===== config.mk =====
export PLATFORM = sky130hd
export DESIGN_NAME = sd_port_arbiter_flat
export DESIGN_NICKNAME = d
export VERILOG_FILES = /design/src/rtl/sd_port_arbiter_pkg.sv /design/src/rtl/sd_port_arbiter_if.sv /design/src/rtl/sd_port_arbiter_rr_pick.sv /design/src/rtl/sd_port_arbiter.sv /design/src/flat_wrapper.sv
export SDC_FILE = /design/constraint.sdc
export NUM_CORES = 1
export LEC_CHECK = 0
export ABC_AREA = 1
export CORE_MARGIN = 5
export CORE_UTILIZATION = 34
export CTS_CLUSTER_SIZE = 28
export DETAILED_ROUTE_END_ITERATION = 12
export PLACE_DENSITY = 0.88
export SLEW_MARGIN = 5
export SYNTH_ARGS = -nofsm -noshare
export SYNTH_HDL_FRONTEND = slang
export SYNTH_SLANG_ARGS = --single-unit

===== constraint.sdc =====
create_clock -name clk -period 2.4 [get_ports clk]
set_clock_uncertainty 0.2 [all_clocks]
set_input_delay 0.36 -clock clk [delete_from_list [all_inputs] [get_ports clk]]
set_output_delay 0.36 -clock clk [all_outputs]
set_load 0.005 [all_outputs]

===== src/rtl/sd_port_arbiter_pkg.sv =====
// Shared constants for the SD sector-channel arbiter.
// FSM state encodings and sector geometry.
package sd_port_arbiter_pkg;

  localparam logic [1:0] ST_IDLE  = 2'd0;
  localparam logic [1:0] ST_ISSUE = 2'd1;
  localparam logic [1:0] ST_XFER  = 2'd2;
  localparam logic [1:0] ST_REL   = 2'd3;

  localparam int SD_SECTOR_BYTES = 512;
  localparam int SD_ADDR_W       = $clog2(SD_SECTOR_BYTES);
  localparam int TMO_W           = 21;

endpackage


===== src/rtl/sd_port_arbiter_if.sv =====
// Host SD sector port bundle.
// master = arbiter side, slave = host SD controller side.
interface sd_port_arbiter_if #(
  parameter int LBA_W = 32
);
  import sd_port_arbiter_pkg::*;

  logic [LBA_W-1:0]     lba;
  logic                 rd;
  logic                 wr;
  logic                 busy;
  logic                 done;
  logic [SD_ADDR_W-1:0] addr;
  logic                 data_en;
  logic [7:0]           data_in;
  logic [7:0]           data_out;

  modport master (
    output lba, rd, wr, data_out,
    input  busy, done, addr, data_en, data_in
  );

  modport slave (
    input  lba, rd, wr, data_out,
    output busy, done, addr, data_en, data_in
  );

endinterface


===== src/rtl/sd_port_arbiter_rr_pick.sv =====
// Combinational round-robin picker: first set request
// at or after the pointer, wrapping NREQ-1 -> 0.
module sd_rr_pick #(
  parameter int NREQ = 3,
  parameter int OW   = 2
) (
  input  logic [NREQ-1:0] i_req,
  input  logic [OW-1:0]   i_ptr,
  output logic [OW-1:0]   o_idx,
  output logic            o_valid
);

  always_comb begin
    o_idx   = '0;
    o_valid = 1'b0;
    for (int k = 0; k < NREQ; k++) begin
      int j;
      j = (int'(i_ptr) + k) % NREQ;
      if (!o_valid && i_req[j]) begin
        o_idx   = OW'(j);
        o_valid = 1'b1;
      end
    end
  end

endmodule


===== src/rtl/sd_port_arbiter.sv =====
// Round-robin sharing of one host SD sector channel among NREQ clients.
// Optional ISSUE-phase watchdog enabled by SD_ARB_TIMEOUT_EN.
module sd_port_arbiter
  import sd_port_arbiter_pkg::*;
#(
  parameter int NREQ           = 3,
  parameter int LBA_W          = 32,
  parameter int TIMEOUT_CYCLES = 1048576,
  localparam int OW = (NREQ > 1) ? $clog2(NREQ) : 1
) (
  input  logic                  clk,
  input  logic                  rst,
  input  logic [NREQ-1:0]       i_cl_rd,
  input  logic [NREQ-1:0]       i_cl_wr,
  input  logic [NREQ*LBA_W-1:0] i_cl_lba,
  input  logic [NREQ*8-1:0]     i_cl_data_out,
  output logic [NREQ-1:0]       o_cl_busy,
  output logic [NREQ-1:0]       o_cl_done,
  output logic [NREQ-1:0]       o_cl_data_en,
  output logic [NREQ-1:0]       o_cl_err,
  output logic [SD_ADDR_W-1:0]  o_sd_addr,
  output logic [7:0]            o_sd_data_in,
  sd_port_arbiter_if.master     sd,
  output logic [OW-1:0]         o_owner
);

  logic [1:0]       r_state;
  logic [OW-1:0]    r_owner;
  logic [OW-1:0]    r_ptr;
  logic [LBA_W-1:0] r_lba;
  logic             r_rd;
  logic             r_wr;

  logic [OW-1:0]    w_pick;
  logic             w_pick_v;
  logic [OW-1:0]    w_nxt;
  logic [NREQ-1:0]  w_oh;
  logic             w_tmo;
  logic [LBA_W-1:0] w_lba  [NREQ];
  logic [7:0]       w_dout [NREQ];

  for (genvar i = 0; i < NREQ; i++) begin : g_cl
    assign w_lba[i]  = i_cl_lba[i*LBA_W +: LBA_W];
    assign w_dout[i] = i_cl_data_out[i*8 +: 8];
    assign w_oh[i]   = (r_owner == OW'(i));
  end

  sd_rr_pick #(
    .NREQ (NREQ),
    .OW   (OW)
  ) u_pick (
    .i_req   (i_cl_rd | i_cl_wr),
    .i_ptr   (r_ptr),
    .o_idx   (w_pick),
    .o_valid (w_pick_v)
  );

  assign w_nxt = (r_owner == OW'(NREQ-1))
               ? '0 : r_owner + OW'(1);

  always_ff @(posedge clk) begin
    if (rst) begin
      r_state <= ST_IDLE;
      r_owner <= '0;
      r_ptr   <= '0;
      r_lba   <= '0;
      r_rd    <= 1'b0;
      r_wr    <= 1'b0;
    end else begin
      unique case (r_state)
        ST_IDLE: begin
          if (!sd.busy && w_pick_v) begin
            r_owner <= w_pick;
            r_lba   <= w_lba[w_pick];
            r_rd    <= i_cl_rd[w_pick];
            r_wr    <= i_cl_wr[w_pick] & ~i_cl_rd[w_pick];
            r_state <= ST_ISSUE;
          end
        end
        ST_ISSUE: begin
          if (sd.busy) begin
            r_rd    <= 1'b0;
            r_wr    <= 1'b0;
            r_state <= ST_XFER;
          end else if (w_tmo) begin
            r_rd    <= 1'b0;
            r_wr    <= 1'b0;
            r_ptr   <= w_nxt;
            r_state <= ST_IDLE;
          end
        end
        ST_XFER: begin
          if (!sd.busy) r_state <= ST_REL;
        end
        default: begin
          r_ptr   <= w_nxt;
          r_state <= ST_IDLE;
        end
      endcase
    end
  end

`ifdef SD_ARB_TIMEOUT_EN
  logic [TMO_W-1:0] r_tmo;
  logic [NREQ-1:0]  r_err;

  assign w_tmo = !sd.busy
              && (r_tmo == TMO_W'(TIMEOUT_CYCLES-1));

  always_ff @(posedge clk) begin
    if (rst) begin
      r_tmo <= '0;
      r_err <= '0;
    end else begin
      r_tmo <= (r_state == ST_ISSUE) ? r_tmo + 1'b1 : '0;
      r_err <= (r_state == ST_ISSUE && w_tmo) ? w_oh : '0;
    end
  end

  assign o_cl_err = r_err;
`else
  assign w_tmo    = 1'b0;
  assign o_cl_err = '0;
`endif

  // non-owners stay busy for the whole grant so they never race
  assign o_cl_busy = (r_state == ST_IDLE)
                   ? {NREQ{sd.busy}}
                   : (~w_oh | {NREQ{r_state == ST_XFER || sd.busy}});

  assign o_cl_done    = (r_state == ST_REL) ? w_oh : '0;
  assign o_cl_data_en = (sd.data_en && r_state == ST_XFER)
                      ? w_oh : '0;

  assign sd.lba       = r_lba;
  assign sd.rd        = r_rd;
  assign sd.wr        = r_wr;
  assign sd.data_out  = w_dout[r_owner];
  assign o_sd_addr    = sd.addr;
  assign o_sd_data_in = sd.data_in;
  assign o_owner      = r_owner;

endmodule

===== src/flat_wrapper.sv =====
// flat-port wrapper written by rule: the top's interface ports become plain ports
module sd_port_arbiter_flat import sd_port_arbiter_pkg::*;
#(
  parameter int NREQ           = 3,
  parameter int LBA_W          = 32,
  parameter int TIMEOUT_CYCLES = 1048576,
  localparam int OW = (NREQ > 1) ? $clog2(NREQ) : 1
)
  (clk, rst, i_cl_rd, i_cl_wr, i_cl_lba, i_cl_data_out, o_cl_busy, o_cl_done, o_cl_data_en, o_cl_err, o_sd_addr, o_sd_data_in, o_owner, sd_lba, sd_rd, sd_wr, sd_data_out, sd_busy, sd_done, sd_addr, sd_data_en, sd_data_in);
  sd_port_arbiter_if #(.LBA_W(LBA_W)) sd_i ();
  input  logic clk;
  input  logic rst;
  input  logic [NREQ-1:0] i_cl_rd;
  input  logic [NREQ-1:0] i_cl_wr;
  input  logic [NREQ*LBA_W-1:0] i_cl_lba;
  input  logic [NREQ*8-1:0] i_cl_data_out;
  output logic [NREQ-1:0] o_cl_busy;
  output logic [NREQ-1:0] o_cl_done;
  output logic [NREQ-1:0] o_cl_data_en;
  output logic [NREQ-1:0] o_cl_err;
  output logic [SD_ADDR_W-1:0] o_sd_addr;
  output logic [7:0] o_sd_data_in;
  output logic [OW-1:0] o_owner;
  output wire logic [$bits(sd_i.lba)-1:0] sd_lba;
  output wire logic [$bits(sd_i.rd)-1:0] sd_rd;
  output wire logic [$bits(sd_i.wr)-1:0] sd_wr;
  output wire logic [$bits(sd_i.data_out)-1:0] sd_data_out;
  input wire logic [$bits(sd_i.busy)-1:0] sd_busy;
  input wire logic [$bits(sd_i.done)-1:0] sd_done;
  input wire logic [$bits(sd_i.addr)-1:0] sd_addr;
  input wire logic [$bits(sd_i.data_en)-1:0] sd_data_en;
  input wire logic [$bits(sd_i.data_in)-1:0] sd_data_in;
  assign sd_lba = sd_i.lba;
  assign sd_rd = sd_i.rd;
  assign sd_wr = sd_i.wr;
  assign sd_data_out = sd_i.data_out;
  assign sd_i.busy = sd_busy;
  assign sd_i.done = sd_done;
  assign sd_i.addr = sd_addr;
  assign sd_i.data_en = sd_data_en;
  assign sd_i.data_in = sd_data_in;
  sd_port_arbiter #(.NREQ(NREQ), .LBA_W(LBA_W), .TIMEOUT_CYCLES(TIMEOUT_CYCLES)) u_core (.clk(clk), .rst(rst), .i_cl_rd(i_cl_rd), .i_cl_wr(i_cl_wr), .i_cl_lba(i_cl_lba), .i_cl_data_out(i_cl_data_out), .o_cl_busy(o_cl_busy), .o_cl_done(o_cl_done), .o_cl_data_en(o_cl_data_en), .o_cl_err(o_cl_err), .o_sd_addr(o_sd_addr), .o_sd_data_in(o_sd_data_in), .sd(sd_i), .o_owner(o_owner));
endmodule

==> metrics.md, run 1 <==
| Metric | Value |
|---|---|
| Status | finished clean |
| Internal Power | 2.34 mW |
| Post-synth EDFFs | 0 |
| Die width | 100 µm |
| P_sw | 1.47 mW |
| Post-Syn Area per Cell | 6.46 µm² |
| Via/cell ratio | 4.96 |
| Die Area | 0.0101 mm² |
| Routed WL per cell | 14.7 µm |
| Pre-Repair DR Iteration Count | 5 |
| Post-layout power | 3.81 mW |
| Count of pins over their slew limit | 0 |
| Clock Latency Late Sink | 0.29 ns |
| Pre-CTS setup slack | -0.215 ns |
| Storage element area | 806 µm² |
| Switching share of total power | 38.6% |
| Placed cell count | 705 |
| Critical path type | flip-flop to primary output |
| Vias in the first global route | 3537 |
| Yosys cell types | 28 |
| CP arrival | 1.73 ns |
| Worst setup margin | 0.108 ns |
| Final WL | 10.6 mm |
| CTS buffer count | 5 |
| Post-layout util | 61.2% |
| Synthesized instance count | 429 |
| Starting Density | 34.2% |
| IO Count | 221 |
| Root Buffer | clkbuf_8 |
| Detailed-route via count | 3561 |
| Crit. End Element | primary output |
| Non-Filler Instances | 718 |
| Netlist Area Pre-Place | 0.00277 mm² |
| Drt drc | 0 |
| HPWL Detailed | 8.44 mm |
| Pin count of the biggest net entering global routing | 35 |
| Sequential-to-total area share from yosys stat | 28.9% |
| Min cycle time layout | 2.29 ns |
| Multi-input logic area | 0.00162 mm² |
| Global-route wire length before repair | 16.3 mm |
| Initial antenna violation count | 0 |
| Worst slew pin tran | 0.570 ns |
| Final Hold Viols | 0 |
| Most frequent cells in the layout | clkdlybuf4s50_1, nand2_1, nor2_1, a21oi_1, inv_1 |
| Top_reg_cell synth | dfxtp_1 |
| GRT Overall Usage | 20.2% |
| CTS H-Tree Depth | 2 |
| Antenna viol nets, final | 0 |
| GP Congestion | 0.926 |
| 1st-iter DRT viols | 126 |
| Ys async rst share | 0% |
| FP Rows | 33 |
| Clock tree from TritonCTS | built |
| CP Data Required Time | 1.84 ns |
| PD cells | 769 mW/mm² |
| Pleak | 2.01 nW |
| Synth warn | 0 |
| RSZ-0062 raised after global routing | true |
| Reg power frac | 25.7% |
| Flops & latches, synth | 40 |
| Period utilisation layout | 95.5% |
| Worst setup SP type | flip-flop |
| Area Growth Syn to Fin | 78.7% |
| Max VDD drop | 0.308 mV |
| I/O Buffers | 182 |
| Max cap viols | 0 |
| Gr ovfl total | 0 |
| Longest Clk Path Bufs | 2 |
| Slew headroom | 61.9% |
| Gate power share | 61.8% |
| Clk sink count | 40 |
| Setup violators final | 0 |
| Die Y | 100 µm |
| Crit path max fanout | 3 |
| Commonest non-fill, non-tap cell in the layout | clkdlybuf4s50_1 |
| Clock network fraction of total power | 12.5% |
| Filler cells | 724 |
| Layout cells sized above 1 | 10.9% |
| Total Nets Final | 767 |
| Inserted Diodes | 0 |
| Hold/Removal Path Class | flip-flop to flip-flop |
| Clk slew on worst S/H paths | 0.08 ns |
| Fmax | 0.436 GHz |
| Core ar. | 0.00809 mm² |
[worst max-delay path, stage by stage (launching register included)]
cell and delay [ns]:
dfxtp_2 0.35, inv_1 0.07, ha_1 0.24, nor2_1 0.23
a21oi_1 0.11, clkdlybuf4s50_1 0.45
[power by group through the flow]
| stage | sequential, mW | combinational (mW) | clock, mW |
|---|---|---|---|
| final | 0.977 | 2.35 | 0.478 |
| after global routing | 1.00 | 2.59 | 0.518 |
| after CTS | 0.971 | 2.26 | 0.493 |
| after detailed placement | 0.983 | 2.21 | 0 |
| after global placement | 0.976 | 2.15 | 0 |
| after floorplan | 0.984 | 1.08 | 0 |
[metrics by stage]
stage | instance area (µm²) | TNS (ns) | hold WS, ns
after floorplan | 2780 | 0 | 0.261
after global placement | 4700 | -2.78 | 0.264
after detailed placement | 4700 | -4.49 | 0.276
after CTS | 4840 | 0 | 0.288
after global routing | 4950 | -0.126 | 0.318
final | 4950 | 0 | 0.293
[cells by family (layout without fill, tap and decap cells)]
kind of cell,count (synthesis),count (layout),share of synthesized area [%]
buffers and inverters,80,262,15.2
adders and majority gates,7,7,3.16
other,1,3,0.135
and+or+nand+nor,177,177,27.2
DFF,40,40,28.9
AOI/OAI and AO/OA,124,124,25.4
[sequential cells by signal, summed over array words and instances, names as in the netlist]
| register | flops |
|---|---|
| u_core.sd.rd | 1 |
| u_core.r_ptr | 2 |
| u_core.sd.lba | 32 |
| u_core.sd.wr | 1 |
| u_core.r_state | 2 |
| u_core.o_owner | 2 |
[per-layer routing]
layer | vias up | share of wire [%] | GRT usage, % | wire [µm]
li1 | 1770 | - | - | -
met1 | 1604 | 36 | 21.5 | 3860
met2 | 160 | 52 | 37.3 | 5460
met3 | 27 | 9.8 | 6.53 | 1030
met4 | 0 | 2.1 | 6.74 | 224
met5 | - | 0 | 0 | 0
[worst paths after layout]
kind              slack, ns           endpoint               from  cells past startpoint
setup / recovery       0.11       o_cl_busy[1]  u_core.r_state[0]                      5
hold / removal         0.29  u_core.sd.lba[28]  u_core.sd.lba[28]                      2
setup reg to reg       0.14  u_core.o_owner[1]    u_core.r_ptr[0]                     14
hold reg to reg        0.29  u_core.sd.lba[28]  u_core.sd.lba[28]                      2
[cell type report]
| type | instances | area share (%) |
|---|---|---|
| Tap cell | 105 | 2.65 |
| Multi-Input combinational cell | 311 | 32.7 |
| Inverter | 41 | 3.31 |
| Sequential cell | 40 | 16.3 |
| Timing Repair Buffer | 213 | 43.2 |
| Clock buffer | 8 | 1.82 |
[cell usage after synthesis, types with 2 or more instances]
cell	number	area share, %
nand2_1	92	12
nor2_1	54	7.3
a21oi_1	44	7.9
dfxtp_1	40	29
inv_1	37	5.0
o21ai_0	24	4.3
buf_4	23	6.2
nand3_1	19	3.4
o211ai_1	16	4.3
a31oi_1	15	3.4
o21ai_1	15	2.7
a22oi_1	8	2.2
buf_2	8	1.4
ha_1	7	3.2
clkbuf_1	4	0.54
nand2_2	4	0.90
buf_6	3	1.2
inv_2	3	0.41
nor2_4	3	1.2
nor2_2	2	0.45
[timing repair]
| item | CTS | global route |
|---|---|---|
| pin swaps | 2 | 6 |
| buffers inserted | 3 | 2 |
| resized for setup | 0 | 29 |
| hold buffers | 0 | 0 |
| endpoints found under the setup margin | 15 | 48 |
Note: power is estimated with default switching activity, not from simulation.
==> run 2: changes to the inputs <==
Settings changed: CORE_ASPECT_RATIO from default to 1.4, SKIP_CTS_REPAIR_TIMING from default to 1.
==> metrics.md, run 2 (synthesis results as in run 1) <==
| Metric | Value |
|---|---|
| FF-to-FF Start | u_core.r_ptr[0] (unchanged) |
| Placed cell count | 694 (was 705) |
| Count of pins over their slew limit | 0 (unchanged) |
| Pleak | 2.05 nW (was 2.01 nW) |
| R2R depth | 13 (was 14) |
| Initial antenna violation count | 0 (unchanged) |
| Routed WL per cell | 15.9 µm (was 14.7 µm) |
| Setup violators final | 0 (unchanged) |
| HP Start | u_core.sd.wr (was u_core.sd.lba[28]) |
| Total Nets Final | 763 (was 767) |
| Root Buffer | clkbuf_16 (was clkbuf_8) |
| Hold Crit Endpoint | u_core.sd.wr (was u_core.sd.lba[28]) |
| GRT Overall Usage | 20.1% (was 20.2%) |
| Clk slew on worst S/H paths | 0.06 ns (was 0.08 ns) |
| Post-layout util | 62.3% (was 61.2%) |
| Detailed-route via count | 3637 (was 3561) |
| Max cap viols | 0 (unchanged) |
| Vias in the first global route | 3529 (was 3537) |
| Via/cell ratio | 5.12 (was 4.96) |
| Worst setup SP type | flip-flop (unchanged) |
| Most frequent cells in the layout | clkdlybuf4s50_1, nand2_1, nor2_1, a21oi_1 (was clkdlybuf4s50_1, nand2_1, nor2_1, a21oi_1, inv_1) |
| Max reg flops | 32 (unchanged) |
| Die Area | 0.0101 mm² (about the same) |
| Gr ovfl total | 0 (unchanged) |
| Reg-to-reg slack, setup | 0.12 ns (was 0.14 ns) |
| Reg2Reg Capture Point | u_core.sd.lba[24] (was u_core.o_owner[1]) |
| Max VDD drop | 0.551 mV (was 0.308 mV) |
| Core ar. | 0.00805 mm² (was 0.00809 mm²) |
| Inserted Diodes | 0 (unchanged) |
| CP arrival | 1.73 ns (about the same) |
| WHS Path Cells | 2 (unchanged) |
| Final Hold Viols | 0 (unchanged) |
| Worst slew pin tran | 0.627 ns (was 0.570 ns) |
| PD cells | 826 mW/mm² (was 769 mW/mm²) |
| Die Y | 117 µm (was 100 µm) |
| Drt drc | 0 (unchanged) |
| Period utilisation layout | 95.3% (was 95.5%) |
| Crit. End Element | primary output (unchanged) |
| CP Data Required Time | 1.84 ns (about the same) |
| Clock tree from TritonCTS | built (unchanged) |
| Storage element area | 806 µm² (unchanged) |
| Starting Density | 34.4% (was 34.2%) |
| Crit path max fanout | 5 (was 3) |
| Antenna viol nets, final | 0 (unchanged) |
| Pin count of the biggest net entering global routing | 35 (unchanged) |
| GP Congestion | 0.899 (was 0.926) |
| Crit path from | u_core.o_owner[1] (was u_core.r_state[0]) |
| Post-layout power | 4.14 mW (was 3.81 mW) |
| Area Growth Syn to Fin | 81.0% (was 78.7%) |
| Fmax | 0.437 GHz (was 0.436 GHz) |
| Critical path type | flip-flop to primary output (unchanged) |
| Clock Latency Late Sink | 0.27 ns (was 0.29 ns) |
| Clk sink count | 40 (unchanged) |
| Multi-input logic area | 0.00162 mm² (about the same) |
| Status | finished clean (unchanged) |
| Pre-Repair DR Iteration Count | 4 (was 5) |
| Final WL | 11.3 mm (was 10.6 mm) |
| Longest Clk Path Bufs | 2 (unchanged) |
| Die width | 86.3 µm (was 100 µm) |
| FP Rows | 39 (was 33) |
| HPWL Detailed | 8.60 mm (was 8.44 mm) |
| Hold/Removal Path Class | flip-flop to flip-flop (unchanged) |
| Filler cells | 701 (was 724) |
| I/O Buffers | 182 (unchanged) |
| IO Count | 221 (unchanged) |
| Layout cells sized above 1 | 11.2% (was 10.9%) |
| Global-route wire length before repair | 16.2 mm (was 16.3 mm) |
| Min cycle time layout | 2.29 ns (about the same) |
| CTS H-Tree Depth | 2 (unchanged) |
| Commonest non-fill, non-tap cell in the layout | clkdlybuf4s50_1 (unchanged) |
| Slew headroom | 58.2% (was 61.9%) |
| Non-Filler Instances | 711 (was 718) |
| CTS buffer count | 5 (unchanged) |
| 1st-iter DRT viols | 159 (was 126) |
-- run 2: worst max-delay path: stages, from the launching register on --
cell and delay [ns]:
dfxtp_2 0.36, inv_1 0.08, nor2_2 0.15, buf_4 0.17, inv_1 0.07, nor2_1 0.09
clkdlybuf4s50_1 0.53
-- run 2: metrics by stage --
step | hold WS [ns] | setup WS [ns] | TNS (ns) | area, µm²
final | 0.279 | 0.113 | 0 | 5020
after global routing | 0.319 | -0.0237 | -0.0686 | 5020
after CTS | 0.282 | -0.0676 | -0.450 | 4810
after detailed placement | 0.273 | -0.205 | -3.68 | 4620
after global placement | 0.264 | -0.105 | -1.69 | 4620
after floorplan | 0.261 | 0.219 | 0 | 2780
-- run 2: worst max-delay path by stage --
stage / to / slack, ns / depth (start not counted)
2_1_floorplan: u_core.sd.lba[13] / 0.22 / 13
3_3_place_gp: u_core.sd.lba[14] / -0.10 / 13
3_5_place_dp: u_core.sd.lba[24] / -0.20 / 12
4_1_cts: u_core.sd.lba[24] / -0.07 / 13
5_1_grt: u_core.sd.lba[19] / -0.02 / 14
6_report: o_cl_data_en[2] / 0.11 / 6
-- run 2: where the power goes --
part	leakage [nW]	total [mW]	switching (mW)	internal, mW
clock	0.0901	0.812	0.264	0.548
sequential	0.331	0.972	0.110	0.862
combinational	1.63	2.36	1.15	1.21
-- run 2: cell type report --
cell class | count | area share [%]
sequential | 40 | 16.1
clock inverter | 1 | 0.599
clock buffer | 7 | 3.04
tap | 102 | 2.54
timing repair buffer | 208 | 41.9
timing repair inverter | 1 | 0.175
inverter | 41 | 3.32
multi-input combinational | 311 | 32.4
-- run 2: per-layer routing --
layer	wire length, µm	vias up	track usage [%]
met5	0	-	0
met1	3850	1662	19.1
met2	6070	172	38.9
li1	-	1760	-
met4	456	0	10.3
met3	952	43	5.32
